`src/rtl/vram_copy_pkg.sv`:
```
// Shared types for the VRAM copy/fill engine.
package vram_copy_pkg;
  typedef enum logic [1:0] {IDLE, RUN, DRAIN, DONE} state_t;
  localparam logic COPY = 1'b0;
  localparam logic FILL = 1'b1;
endpackage

```
`src/rtl/vram_copy_valid_pipe.sv`:
```
// Fixed-depth delay line carrying {valid, dst_addr} alongside the source read latency.
module valid_pipe #(
  parameter int LAT = 1,
  parameter int AW  = 14
) (
  input  logic          cpu_clk,
  input  logic          reset,
  input  logic          in_vld,
  input  logic [AW-1:0] in_addr,
  output logic          out_vld,
  output logic [AW-1:0] out_addr
);
  logic [LAT-1:0]         vld_pipe;
  logic [LAT-1:0][AW-1:0] addr_pipe;

  // Reset drops every in-flight word.
  always_ff @(posedge cpu_clk) begin
    if (reset) begin
      vld_pipe  <= '0;
      addr_pipe <= '0;
    end else begin
      vld_pipe[0]  <= in_vld;
      addr_pipe[0] <= in_addr;
      for (int s = 1; s < LAT; s++) begin
        vld_pipe[s]  <= vld_pipe[s-1];
        addr_pipe[s] <= addr_pipe[s-1];
      end
    end
  end

  assign out_vld  = vld_pipe[LAT-1];
  assign out_addr = addr_pipe[LAT-1];
endmodule

```
`src/rtl/vram_copy.sv`:
```
// Restartable copy/fill engine: image ROM (or constant) into the VGA VRAM write port.
module vram_copy
  import vram_copy_pkg::*;
#(
  parameter int ADDR_W     = 14,
  parameter int DATA_W     = 8,
  parameter int SRC_LAT    = 1,
  parameter int AUTO_START = 1
) (
  input  logic              cpu_clk,
  input  logic              reset,
  input  logic              start,
  input  logic              mode,
  input  logic [ADDR_W-1:0] src_base,
  input  logic [ADDR_W-1:0] dst_base,
  input  logic [ADDR_W:0]   length,
  input  logic [DATA_W-1:0] fill_data,
  input  logic              pause,
  output logic              src_rd,
  output logic [ADDR_W-1:0] src_addr,
  input  logic [DATA_W-1:0] src_data,
  output logic              dst_wr,
  output logic [ADDR_W-1:0] dst_addr,
  output logic [DATA_W-1:0] dst_data,
  output logic              busy,
  output logic              done
);
  state_t              state, nxt;
  logic                mode_q, first_q;
  logic [ADDR_W-1:0]   src_ptr, dst_ptr;
  logic [ADDR_W:0]     len_q, iss_cnt, wr_cnt;
  logic [DATA_W-1:0]   fill_q;
  logic                go, issue, last_iss, last_wr;

  // first_q marks the first cycle out of reset so it can stand in for start.
  assign go       = start | ((AUTO_START != 0) & first_q);
  assign issue    = (state == RUN) & ~pause;
  assign last_iss = issue & (iss_cnt == len_q - (ADDR_W+1)'(1));
  assign last_wr  = dst_wr & (wr_cnt == len_q - (ADDR_W+1)'(1));
  assign src_addr = src_ptr;

  always_ff @(posedge cpu_clk) begin
    if (reset) state <= IDLE;
    else       state <= nxt;
  end

  always_comb begin
    nxt = state;
    case (state)
      IDLE:    if (go) nxt = (length == '0) ? DONE : RUN;
      RUN:     if (last_iss) nxt = DRAIN;
      DRAIN:   if (last_wr) nxt = DONE;
      DONE:    nxt = IDLE;
      default: nxt = IDLE;
    endcase
  end

  always_comb begin
    src_rd   = 1'b0;
    busy     = 1'b0;
    done     = 1'b0;
    dst_data = '0;
    if (state == RUN) src_rd = issue & (mode_q == COPY);
    if (state == RUN || state == DRAIN) busy = 1'b1;
    if (state == DONE) done = 1'b1;
    if (dst_wr) dst_data = (mode_q == FILL) ? fill_q : src_data;
  end

  always_ff @(posedge cpu_clk) begin
    if (reset) begin
      first_q <= 1'b1;
      mode_q  <= COPY;
      fill_q  <= '0;
      len_q   <= '0;
      src_ptr <= '0;
      dst_ptr <= '0;
      iss_cnt <= '0;
      wr_cnt  <= '0;
    end else begin
      first_q <= 1'b0;
      if (state == IDLE) begin
        if (go) begin
          mode_q  <= mode;
          fill_q  <= fill_data;
          len_q   <= length;
          src_ptr <= src_base;
          dst_ptr <= dst_base;
          iss_cnt <= '0;
          wr_cnt  <= '0;
        end
      end else begin
        if (issue) begin
          src_ptr <= src_ptr + ADDR_W'(1);
          dst_ptr <= dst_ptr + ADDR_W'(1);
          iss_cnt <= iss_cnt + (ADDR_W+1)'(1);
        end
        if (dst_wr) wr_cnt <= wr_cnt + (ADDR_W+1)'(1);
      end
    end
  end

  valid_pipe #(.LAT(SRC_LAT), .AW(ADDR_W)) u_pipe (
    .cpu_clk (cpu_clk),
    .reset   (reset),
    .in_vld  (issue),
    .in_addr (dst_ptr),
    .out_vld (dst_wr),
    .out_addr(dst_addr)
  );
endmodule
```
`config.mk`:
```
export PLATFORM = sky130hd
export DESIGN_NAME = vram_copy
export DESIGN_NICKNAME = d
export VERILOG_FILES = /design/src/rtl/vram_copy_pkg.sv /design/src/rtl/vram_copy_valid_pipe.sv /design/src/rtl/vram_copy.sv
export SDC_FILE = /design/constraint.sdc
export NUM_CORES = 1
export LEC_CHECK = 0
export ABC_AREA = 1
export CORE_ASPECT_RATIO = 0.9
export CORE_UTILIZATION = 45
export CTS_CLUSTER_SIZE = 25
export DETAILED_ROUTE_END_ITERATION = 10
export PLACE_DENSITY = 0.75
export SKIP_LAST_GASP = 1
export SYNTH_ARGS = -nofsm -noshare
export SYNTH_HDL_FRONTEND = slang
export SYNTH_SLANG_ARGS = --single-unit
```
`constraint.sdc`:
```
create_clock -name cpu_clk -period 5.4 [get_ports cpu_clk]
set_input_delay 0.81 -clock cpu_clk [delete_from_list [all_inputs] [get_ports cpu_clk]]
set_output_delay 0.81 -clock cpu_clk [all_outputs]
set_load 0.03 [all_outputs]
```
== After elaboration in Yosys (flattened, before gate mapping) ==
Cells that the tools add are included.

* Bits in registers: 100
* Bits in latches: 0
* Bits in writable memories: 0
* ROM bits: 0
* Input port bits: 64
* Output and inout bits: 40
* Logic and storage cells: 62
* Memories kept: 0

* Add/sub/neg operators: 5
* Multiply operators: 0
* Div/mod/pow operators: 0
* Order comparisons: 0
* Eq/ne operators: 8
* Shift operators: 0
* Muxes and demuxes: 22
* Bitwise operators: 7
* Reductions and logical operators: 9

{| class="wikitable"
|+ Operators with widths
! cell !! number
|-
| $mux 14 || 6
|-
| $mux 15 || 5
|-
| $add 15x1->15 const B || 2
|-
| $eq 15x15->1 || 2
|-
| $add 14x1->14 const B || 2
|-
| $mux 8 || 2
|-
| $logic_not 15->1 || 1
|-
| $sub 15x1->15 const B || 1
|-
| $mux 2 || 4
|-
| $pmux 2 s4 || 1
|-
| $ne 2x2->1 const B || 3
|-
| $reduce_and 2->1 || 3
|-
| $and 1x1->1 || 4
|-
| $eq 2x2->1 const B || 2
|-
| $mux 1 || 4
|-
| $reduce_bool 2->1 || 2
|-
| $reduce_and 3->1 || 1
|-
| $eq 2x1->1 const B || 1
|-
| $logic_not 2->1 || 1
|-
| $not 1->1 || 2
|-
| $logic_or 1x1->1 || 1
|-
| $or 1x1->1 || 1
|}

== Longest topological paths before layout ==
Gate-level depths: netlist of the first run.

* Depth in word-level cells: 5
* Mapped depth: 17
* Mapped depth without buffers: 17

== Modules after synthesis ==
Synthesis of the first run repeated with hierarchy kept, for this count alone.

* Cells, all modules: 827
* Area, all modules: 5521.5 um^2

{| class="wikitable"
|+ By module, submodules not included
! module !! instances !! cells an instance !! area an instance (um^2)
|-
| vram_copy || 1 || 781 || 5097.4
|-
| valid_pipe || 1 || 46 || 424.2
|}

== Worst setup path after synthesis of the first run ==
Ideal clock, no wire load.

* Path kind: input port to output port
* From: in pause
* To: out src_rd
* Arrival time: 1.333 ns
* Path slack: 3.257 ns
* Stages: 3
* Buffers on the path: 0
* Cell sequence: inv_1 -> nand2_1 -> nor2_1

* Longest elaborated chain between the ends: 4

{| class="wikitable"
|+ RTL lines
! element !! RTL line !! source
|-
| from (decl) || vram_copy.sv:18 || <nowiki>input logic pause,</nowiki>
|-
| $not 1->1 || vram_copy.sv:37 || <nowiki>assign issue = (state == RUN) & ~pause;</nowiki>
|-
| $and 1x1->1 || vram_copy.sv:37 ||
|-
| $and 1x1->1 || vram_copy.sv:63 || <nowiki>if (state == RUN) src_rd = issue & (mode_q == COPY);</nowiki>
|-
| $mux 1 || vram_copy.sv:63 ||
|-
| to (decl) || vram_copy.sv:19 || <nowiki>output logic src_rd,</nowiki>
|}

Every way passes these cells.

== Worst setup path after layout of the first run ==
* From: reg state[0]
* To: reg iss_cnt[11]

* Longest elaborated chain between the ends: 4
* Elaborated cells between the ends (all ways): 7
* Those cells by class: eq/ne (2); mux (1); bitwise (1); reduce/logical (3)

{| class="wikitable"
|+ RTL lines
! element !! RTL line !! source
|-
| from (decl) || vram_copy.sv:28 || <nowiki>state_t state, nxt;</nowiki>
|-
| from (signal assigned) || vram_copy.sv:44 || <nowiki>else state <= nxt;</nowiki>
|-
| $eq 2x1->1 || vram_copy.sv:37 ||
|-
| $and 1x1->1 || vram_copy.sv:37 ||
|-
| $reduce_bool 2->1 (no line) || - ||
|-
| $reduce_and 2->1 (no line) || - ||
|-
| to (signal assigned) || vram_copy.sv:95 || <nowiki>iss_cnt <= iss_cnt + (ADDR_W+1)'(1);</nowiki>
|-
| to (decl) || vram_copy.sv:31 || <nowiki>logic [ADDR_W:0] len_q, iss_cnt, wr_cnt;</nowiki>
|}

Several ways; a longest one is shown, not always the timed one.
A chain may end at the register's enable or synchronous reset.

==> metrics.md, run 1 <==
| Metric | Value |
|---|---|
| CP delay by family, top | simple AND/OR/NAND/NOR gates |
| Placed Cells incl. Taps | 1049 |
| Syn-to-layout area delta | 26.2% |
| WP data required | 5.64 ns |
| Setup Buffers After CTS | 0 |
| RD Place Congestion | 0.901 |
| Clk_skew | 0.00678 ns |
| Final Max Tran Viols | 0 |
| Vias in the first global route | 5157 |
| Crit Path Max Fanout | 35 |
| Syn avg cell area | 6.71 um2 |
| RSZ-0062 raised after global routing | no |
| TritonCTS clock tree | done |
| Starting DRT DRC Count | 482 |
| Status | complete, no violations |
| Syn Inst Count | 817 |
| Buf/Inv on CP | 3 |
| Multi-input logic area | 3030 um2 |
| Max Freq | 311 MHz |
| Ys async rst share | 0 |
| Post-layout min period | 3.22 ns |
| Period utilization | 0.596 |
| Worst vdd ir | 0.287 mV |
| Initial antenna violation count | 0 |
| Drt wl/cell | 14.0 um |
| Initial Util | 0.470 |
| Worst Setup Start Kind | register |
| Largest net degree at the start of global routing | 37 |
| Drt first pass iters | 5 |
| CP endpoint kind | register |
| Cts hold-fix bufs | 0 |
| Worst R2R Setup Slack | 2.18 ns |
| DRT antenna net count | 0 |
| Post-CTS Resized | 0 |
| Syn_nets | 890 |
| Post-detail-place hpwl | 11000 um |
| Prevailing post-synth register cell | dfxtp_1 |
| Ports | 104 |
| P_leak | 2.71 nW |
| Reg2reg path depth | 11 |
| Die ar. | 12600 um2 |
| Chip width | 118 um |
| # setup viols final | 0 |
| Setup_tns | 0 ns |
| Worst R2R End | iss_cnt[11]$_SDFFE_PP0P_ |
| Clock Latency Late Sink | 0.35 ns |
| Hold Worst Slack | 0.456 ns |
| Post-route DRC | 0 |
| Slew @ Worst Pin | 0.976 ns |
| Power Dens Cells | 485 nW/um2 |
| Synth cell types | 40 |
| Layout cells sized above 1 | 0.0451 |
| Seq/Total Area, Yosys | 0.365 |
| WS Path Type | register to register |
| Crit path max-delay cell type | ha_1 |
| First-pass GRT wire length | 24900 um |
| Layout fillers | 1149 |
| Critical hold path startpoint | dst_ptr[6]$_SDFFE_PP0P_ |
| Syn. warnings | 0 |
| Final Instance Count excl. Fillers | 1065 |
| Root Driver | clkbuf_16 |
| Post-synth EDFFs | 0 |
| Fin nets | 977 |
| Global-route usage over all layers | 0.245 |
| Final core utilization | 0.593 |
| Core box area | 11700 um2 |
| Crit-path cells | inv_1, ha_1, clkinv_1, nor2_2, nor2_1, inv_2, nand4_1, nor2_1, nand2_1, nand2_1, a21oi_1 |
| Gr ovfl total | 0 |
| Final WS setup | 2.18 ns |
| Mapped cell area | 5480 um2 |
| Worst-path clk slew | 0.07 ns |
| Pre-CTS setup slack | 2.16 ns |
| Chip Height | 107 um |
| Critical path data arrival time | 3.46 ns |
| Worst Hold Class | register to register |
| # rows | 37 |
| Hold endpoint | u_pipe.out_addr[6]$_SDFF_PP0_ |
| Buffers added on ports | 103 |
| Max stage delay on crit path | 0.81 ns |
| Routed via count | 5637 |
| Max clock buf depth | 2 |
| H-Tree Depth | 3 |
| WHS Path Cells | 2 |
| Max-slew headroom at the worst pin | 0.349 |
| FF-to-FF Start | state[0]$_SDFFE_PP0P_ |
| Drt total wl | 14900 um |
| Reg area | 2000 um2 |
| Max_cap viols | 0 |
| Cts bufs inserted | 9 |
| Via density | 5.29 |
| Clock sink count | 100 |
| FF+latch count, synth | 100 |
| Final Hold Vio Count | 0 |
| Number of diodes | 0 |
==> worst reg2reg max path, delay by kind of cell, from the launching register on <==
kind / cells / cell delay (ns)
fa+ha+maj: 1 / 0.81
flops: 1 / 0.33
compound gates: 1 / 0.04
simple gates: 6 / 1.14
buf+inv: 3 / 0.79
==> Yosys cell counts (all sizes together) (2+ instances only) <==
master,instances,share of area
nand2,156,0.11
nor2,123,0.092
dfxtp,100,0.37
inv,80,0.055
nand3,75,0.069
o21ai,75,0.068
a21oi,62,0.057
clkbuf,28,0.019
a211oi,16,0.022
nor3,16,0.015
nand4,12,0.014
ha,9,0.021
xor2,9,0.014
a31oi,8,0.0091
nand3b,8,0.011
a221oi,7,0.011
buf,5,0.0062
nor4,5,0.0057
clkinv,4,0.0027
xnor2,3,0.0048
o211ai,2,0.0027
o22ai,2,0.0023
o31ai,2,0.0027
or2,2,0.0023
xnor3,2,0.0082
==> how the worst max path moves through the flow <==
stage                                startpoint                       end  slack, ns  depth (start not counted)
after global routing      state[0]$_SDFFE_PP0P_  iss_cnt[11]$_SDFFE_PP0P_       1.80                         10
after global placement                    pause  iss_cnt[11]$_SDFFE_PP0P_       2.20                         11
after floorplan                           pause                    src_rd       3.26                          3
final                     state[0]$_SDFFE_PP0P_  iss_cnt[11]$_SDFFE_PP0P_       2.18                         11
after CTS                 state[0]$_SDFFE_PP0P_  iss_cnt[11]$_SDFFE_PP0P_       2.21                         11
after detailed placement                  pause  iss_cnt[11]$_SDFFE_PP0P_       2.16                         11
==> area by class of cell <==
cell class / count / share of cell area
clock buffer: 12 / 0.0356
clock inverter: 4 / 0.00814
inverter: 84 / 0.0456
multi-input combinational: 600 / 0.437
sequential: 100 / 0.289
tap: 156 / 0.0282
timing repair buffer: 109 / 0.156
==> layer usage <==
metal / part of all wire / vias to the layer above / track usage
met4: 0.0098 / 0 / 0.0495
li1: - / 2912 / -
met5: 0 / - / 0
met2: 0.46 / 131 / 0.401
met3: 0.052 / 14 / 0.0527
met1: 0.48 / 2580 / 0.331
==> cell usage in the layout, fill, tap and decap left out, drive strengths merged, types with 8 or more instances in the layout <==
| cell type | n |
|---|---|
| inv | 81 |
| a211oi | 16 |
| clkdlybuf4s50 | 103 |
| nor2 | 123 |
| nand3 | 75 |
| nand4 | 12 |
| nor3 | 16 |
| nand3b | 8 |
| a31oi | 8 |
| xor2 | 9 |
| a21oi | 62 |
| o21ai | 75 |
| dfxtp | 100 |
| clkbuf | 12 |
| ha | 9 |
| nand2 | 156 |
==> cells by family (layout without fill, tap and decap cells) <==
logic type | after synthesis | after routing | synth area share
fa+ha+maj | 9 | 9 | 0.0205
xor+xnor | 14 | 14 | 0.0274
flops | 100 | 100 | 0.365
buf+inv | 117 | 209 | 0.0829
simple gates | 398 | 398 | 0.321
compound gates | 179 | 179 | 0.183
==> state kept, by name, indices dropped and copies added (netlist names) <==
register         count
iss_cnt             15
len_q               15
wr_cnt              15
dst_ptr             14
src_addr            14
u_pipe.out_addr     14
fill_q               8
state                2
first_q              1
mode_q               1
u_pipe.out_vld       1
==> power by group <==
group / switching [mW] / internal, mW / total, mW
Clock: 0.293 / 0.376 / 0.669
Sequential: 0.188 / 0.930 / 1.12
Combinational: 1.01 / 0.565 / 1.57
==> through the flow <==
step | cell area [um2] | total power [mW]
2_1_floorplan | 5480 | 2.23
3_3_place_gp | 6610 | 2.67
3_5_place_dp | 6610 | 2.69
4_1_cts | 6920 | 3.36
5_1_grt | 6920 | 3.60
6_report | 6920 | 3.36
(Power assumes the default switching activity.)
==> run 2, diff against run 1 <==
- PLACE_DENSITY: 0.75 -> 0.77
- clock period: 5.4 -> 2.7 ns (I/O delays scaled with it)
==> metrics.md, run 2 (synthesized netlist as in run 1, its figures left out) <==
| Metric | Value |
|---|---|
| Largest regs | iss_cnt (15), len_q (15), wr_cnt (15) |
| Final Hold Vio Count | 0 (unchanged) |
| CP endpoint kind | register |
| Period utilization | 0.887 (+0.291) |
| Routed length on met3 | 840 um (+9.2%) |
| Setup Buffers After CTS | 0 (unchanged) |
| Fin nets | 984 (+0.72%) |
| Reg2reg path depth | 16 (+5) |
| Via density | 5.42 (+2.4%) |
| Crit path max-delay cell type | dfxtp_1 |
| Power Dens Cells | 982 nW/um2 (+100%) |
| Max_cap viols | 0 (unchanged) |
| Placed Cells incl. Taps | 1056 (+0.67%) |
| # rows | 37 (unchanged) |
| Post-route DRC | 0 (unchanged) |
| WP data required | 2.99 ns (-2.65 ns) |
| Die ar. | 12600 um2 (unchanged) |
| RD Place Congestion | 0.904 (+0.33%) |
| M1 WL | 7040 um (-2.0%) |
| Global-route usage over all layers | 0.250 (+0.00578) |
| Sw Ratio | 0.440 (-0.00264) |
| Core box area | 11700 um2 (unchanged) |
| Worst vdd ir | 0.577 mV (+100%) |
| Gr ovfl total | 0 (unchanged) |
| Syn-to-layout area delta | 27.7% |
| Initial Util | 0.470 (unchanged) |
| Worst-path clk slew | 0.07 ns (about the same) |
| Post-CTS Resized | 0 (unchanged) |
| Most common cell after layout, fill and taps aside | nand2_1 |
| P_leak | 2.76 nW (+1.8%) |
| Drt first pass iters | 5 (unchanged) |
| Uppermost layer routed | met4 |
| Worst Setup Start Kind | register |
| DRT antenna net count | 0 (unchanged) |
| Clock sink count | 100 (unchanged) |
| Chip width | 118 um (unchanged) |
| RSZ-0062 raised after global routing | no |
| Post-detail-place hpwl | 11000 um (+0.41%) |
| Chip Height | 107 um (unchanged) |
| Clk pwr share | 0.207 (+0.008) |
| Cts bufs inserted | 9 (unchanged) |
| Buf/Inv on CP | 2 (-1) |
| Hold Worst Slack | 0.470 ns (+0.0133 ns) |
| Pint | 3.85 mW (+110%) |
| WP depth | 16 (+5) |
| Setup_tns | 0 ns (unchanged) |
| Slew @ Worst Pin | 0.516 ns (-0.460 ns) |
| Ports | 104 (unchanged) |
| Max-slew headroom at the worst pin | 0.655 (+0.306) |
| CP delay by family, top | simple AND/OR/NAND/NOR gates |
| Max clock buf depth | 2 (unchanged) |
| Seq pwr share | 0.326 (-0.007) |
| Drt total wl | 15400 um (+3.0%) |
| Crit Path Max Fanout | 6 (-83%) |
| Initial antenna violation count | 0 (unchanged) |
| Power Total | 6.87 mW (+100%) |
| Critical path data arrival time | 2.68 ns (-0.78 ns) |
| Final Instance Count excl. Fillers | 1072 (+0.66%) |
| Comb power frac | 0.467 (about the same) |
| Final core utilization | 0.600 (+0.00729) |
| WHS Path Cells | 2 (unchanged) |
| Drt wl/cell | 14.3 um (+2.4%) |
| Post-layout min period | 2.40 ns (-0.824 ns) |
| Routed via count | 5811 (+3.1%) |
| Crit-path cells | inv_2, ha_1, nand2_1, nor2_1, nand3_1, nand2_1, nand2_1, nand2_1, nand4_1, nor2_1, nand3_1, nand2_1, nand3_2, nand2_1, inv_1, nor2_1 |
| Vias in the first global route | 5276 (+2.3%) |
| Most frequent cells in the layout | nand2_1 (149), nor2_1 (114), clkdlybuf4s50_1 (103) |
| Layout cells sized above 1 | 0.0546 (+0.00948) |
| Buffers added on ports | 103 (unchanged) |
| Final Max Tran Viols | 0 (unchanged) |
| Largest net degree at the start of global routing | 52 (+41%) |
| Status | complete, no violations |
| H-Tree Depth | 3 (unchanged) |
| TritonCTS clock tree | done |
| Max stage delay on crit path | 0.35 ns (-0.46 ns) |
| Clock Latency Late Sink | 0.35 ns (about the same) |
| Cts hold-fix bufs | 0 (unchanged) |
| Clk_skew | 0.00740 ns (+0.000619 ns) |
| Placed instance area | 6680 um2 (+0.98%) |
| WS Path Type | register to register |
| Switching power | 3.02 mW (+100%) |
| Metal2 WL | 7160 um (+4.9%) |
| Number of diodes | 0 (unchanged) |
| Finished layout cell area | 7000 um2 (+1.2%) |
| Worst Hold Class | register to register |
| Starting DRT DRC Count | 533 (+11%) |
| Most used cell, CP | nand2_1 |
| Pre-CTS setup slack | 0.415 ns (-1.74 ns) |
| Root Driver | clkbuf_16 |
| # setup viols final | 0 (unchanged) |
| Max Freq | 417 MHz (+34%) |
| Final WS setup | 0.304 ns (-1.88 ns) |
| First-pass GRT wire length | 25500 um (+2.4%) |
run 2: changes by cell type in the layout (fill, tap and decap cells not counted):
cell	before	now
buf_12	0	1
clkinvlp_4	0	1
clkinv_4	2	0
clkbuf_8	1	0
clkinv_2	0	2
buf_4	6	12
clkbuf_1	2	0
inv_8	0	1
bufinv_16	1	2
run 2: area by class of cell:
cell class / instances / area [um2]
clock buffers: 9 / 225
clock inverters: 7 / 97.6
fillers: 1119 / 4660
inverters: 84 / 315
multi-input cells: 600 / 3030
flip-flops and latches: 100 / 2000
well taps: 156 / 195
repair buffers: 116 / 1140
run 2: worst register-to-register path, stage by stage (launching register included):
cell,delay (ns)
dfxtp_1,0.35
inv_2,0.12
ha_1,0.29
nand2_1,0.12
nor2_1,0.26
nand3_1,0.12
nand2_1,0.10
nand2_1,0.10
nand2_1,0.08
nand4_1,0.08
nor2_1,0.13
nand3_1,0.16
nand2_1,0.15
nand3_2,0.08
nand2_1,0.06
inv_1,0.03
nor2_1,0.09
run 2: path summary, 6_finish.rpt:
path | startpoint | to | slack, ns
max | len_q[0]$_SDFFE_PP0P_ | state[1]$_SDFFE_PP0P_ | 0.30
max reg2reg | len_q[0]$_SDFFE_PP0P_ | state[1]$_SDFFE_PP0P_ | 0.30
min reg2reg | dst_ptr[6]$_SDFFE_PP0P_ | u_pipe.out_addr[6]$_SDFF_PP0_ | 0.47
min | dst_ptr[6]$_SDFFE_PP0P_ | u_pipe.out_addr[6]$_SDFF_PP0_ | 0.47
run 2: power groups by stage:
| stage | clock, mW | combinational (mW) | sequential, mW |
|---|---|---|---|
| 2_1_floorplan | 0 | 2.02 | 2.44 |
| 3_3_place_gp | 0 | 3.11 | 2.25 |
| 6_report | 1.42 | 3.21 | 2.24 |
| 4_1_cts | 1.44 | 3.19 | 2.23 |
| 5_1_grt | 1.49 | 3.58 | 2.30 |
| 3_5_place_dp | 0 | 3.16 | 2.26 |
run 2: layer usage:
| metal | vias to the layer above | GRT usage |
|---|---|---|
| li1 | 2925 | - |
| met5 | - | 0 |
| met1 | 2668 | 0.335 |
| met3 | 28 | 0.0410 |
| met2 | 190 | 0.403 |
| met4 | 0 | 0.0998 |
==> run 3, diff against run 2 <==
- REMOVE_ABC_BUFFERS: not set -> 1
==> metrics.md, run 3 (synthesized netlist as in run 1, its figures left out) <==
| Metric | Value |
|---|---|
| Die ar. | 12600 um2 (unchanged) |
| Worst Hold Class | register to register |
| Final Max Tran Viols | 0 (unchanged) |
| Finished layout cell area | 6940 um2 (-0.84%) |
| # setup viols final | 0 (unchanged) |
| H-Tree Depth | 3 (unchanged) |
| Worst-path clk slew | 0.07 ns (about the same) |
| Most common cell after layout, fill and taps aside | nand2_1 |
| Drt total wl | 15300 um (-0.33%) |
| Ports | 104 (unchanged) |
| Initial antenna violation count | 0 (unchanged) |
| Max Freq | 419 MHz (+0.46%) |
| Syn-to-layout area delta | 26.7% |
| WS Path Type | register to output port |
| Final Hold Vio Count | 0 (unchanged) |
| Core box area | 11700 um2 (unchanged) |
| P_leak | 2.73 nW (-1.3%) |
| Root Driver | clkbuf_16 |
| Max_cap viols | 0 (unchanged) |
| Starting DRT DRC Count | 501 (-6.0%) |
| Max clock buf depth | 2 (unchanged) |
| WP data required | 2.30 ns (-0.69 ns) |
| Worst vdd ir | 0.665 mV (+15%) |
| Fin nets | 984 (unchanged) |
| Number of diodes | 0 (unchanged) |
| Setup Buffers After CTS | 0 (unchanged) |
| Via density | 5.31 (-2.1%) |
| Layout fillers | 1108 (-0.98%) |
| Final core utilization | 0.595 (-0.00504) |
| CP endpoint kind | output port |
| Buffers added on ports | 103 (unchanged) |
| Vias in the first global route | 5261 (-0.28%) |
| Chip width | 118 um (unchanged) |
| Clock Latency Late Sink | 0.35 ns (about the same) |
| Post-layout min period | 2.38 ns (-0.0111 ns) |
| Placed instance area | 6670 um2 (about the same) |
| Chip Height | 107 um (unchanged) |
| First-pass GRT wire length | 25300 um (-0.62%) |
| Status | complete, no violations |
| Clock sink count | 100 (unchanged) |
| Placed Cells incl. Taps | 1056 (unchanged) |
| Drt first pass iters | 5 (unchanged) |
| Routed via count | 5690 (-2.1%) |
| Crit Path Max Fanout | 4 (-2) |
| Slew @ Worst Pin | 0.664 ns (+0.148 ns) |
| Global-route usage over all layers | 0.248 (-0.00264) |
| Initial Util | 0.470 (unchanged) |
| Most frequent cells in the layout | nand2_1 (149), nor2_1 (114), clkdlybuf4s50_1 (102) |
| RSZ-0062 raised after global routing | no |
| Power Dens Cells | 967 nW/um2 (-1.5%) |
| Post-CTS Resized | 0 (unchanged) |
| Post-route DRC | 0 (unchanged) |
| Cts bufs inserted | 9 (unchanged) |
| Max-slew headroom at the worst pin | 0.556 (-0.0988) |
| # rows | 37 (unchanged) |
| Layout cells sized above 1 | 0.0535 (-0.00109) |
| Critical path data arrival time | 1.98 ns (-0.70 ns) |
| Period utilization | 0.883 (-0.00410) |
| DRT antenna net count | 0 (unchanged) |
| Largest regs | iss_cnt (15), len_q (15), wr_cnt (15) |
| Post-detail-place hpwl | 11100 um (+0.60%) |
| Cts hold-fix bufs | 0 (unchanged) |
| Drt wl/cell | 14.3 um (-0.33%) |
| Final Instance Count excl. Fillers | 1072 (unchanged) |
| Clk_skew | 0.00711 ns (-0.000286 ns) |
| Largest net degree at the start of global routing | 39 (-25%) |
| Worst Setup Start Kind | register |
| RD Place Congestion | 0.907 (+0.28%) |
| TritonCTS clock tree | done |
| Gr ovfl total | 0 (unchanged) |
[run 3: through the flow]
| step | setup WS, ns | hold slack [ns] | setup TNS (ns) | total power, mW |
|---|---|---|---|---|
| floorplan | -1.16 | 0.428 | -55.34 | 4.34 |
| CTS | 0.305 | 0.462 | 0 | 6.68 |
| global route | 0.190 | 0.476 | 0 | 7.21 |
| finish | 0.315 | 0.459 | 0 | 6.71 |
| detailed placement | 0.514 | 0.450 | 0 | 5.45 |
| global placement | 0.527 | 0.436 | 0 | 5.42 |
[run 3: power by group]
group	internal (mW)	switching (mW)	leakage, nW	total, mW
Combinational	1.18	2.08	1.78	3.26
Clock	0.628	0.591	0.122	1.22
Sequential	1.86	0.375	0.822	2.23
Total	3.67	3.05	2.73	6.71
[run 3: final cells by class]
cell class | instances | area, um2 | share of cell area
clock buffer | 11 | 233 | 0.0335
clock inverter | 5 | 36.3 | 0.00523
inverter | 84 | 315 | 0.0454
multi-input combinational | 600 | 3030 | 0.436
sequential | 100 | 2000 | 0.288
tap | 156 | 195 | 0.0281
timing repair buffer | 116 | 1140 | 0.164
[run 3: worst paths after layout]
kind | start | endpoint | slack (ns) | cells past startpoint
setup reg to reg | len_q[0]$_SDFFE_PP0P_ | state[1]$_SDFFE_PP0P_ | 0.45 | 16
setup / recovery | state[1]$_SDFFE_PP0P_ | src_rd | 0.32 | 5
hold / removal | dst_ptr[1]$_SDFFE_PP0P_ | u_pipe.out_addr[1]$_SDFF_PP0_ | 0.46 | 2
hold reg to reg | dst_ptr[1]$_SDFFE_PP0P_ | u_pipe.out_addr[1]$_SDFF_PP0_ | 0.46 | 2
[run 3: per-layer routing]
metal | global-route usage | up-vias | routed length (um)
met2 | 0.386 | 200 | 6650
met4 | 0.0559 | 0 | 169
met1 | 0.344 | 2552 | 7380
met5 | 0 | - | 0
met3 | 0.0612 | 16 | 1130
li1 | - | 2922 | -
[run 3: worst max-delay path: stages (launching register included)]
cell             delay (ns)
dfxtp_1                0.33
inv_1                  0.10
ha_1                   0.25
nand2_1                0.16
nor2_1                 0.11
clkdlybuf4s50_1        0.67
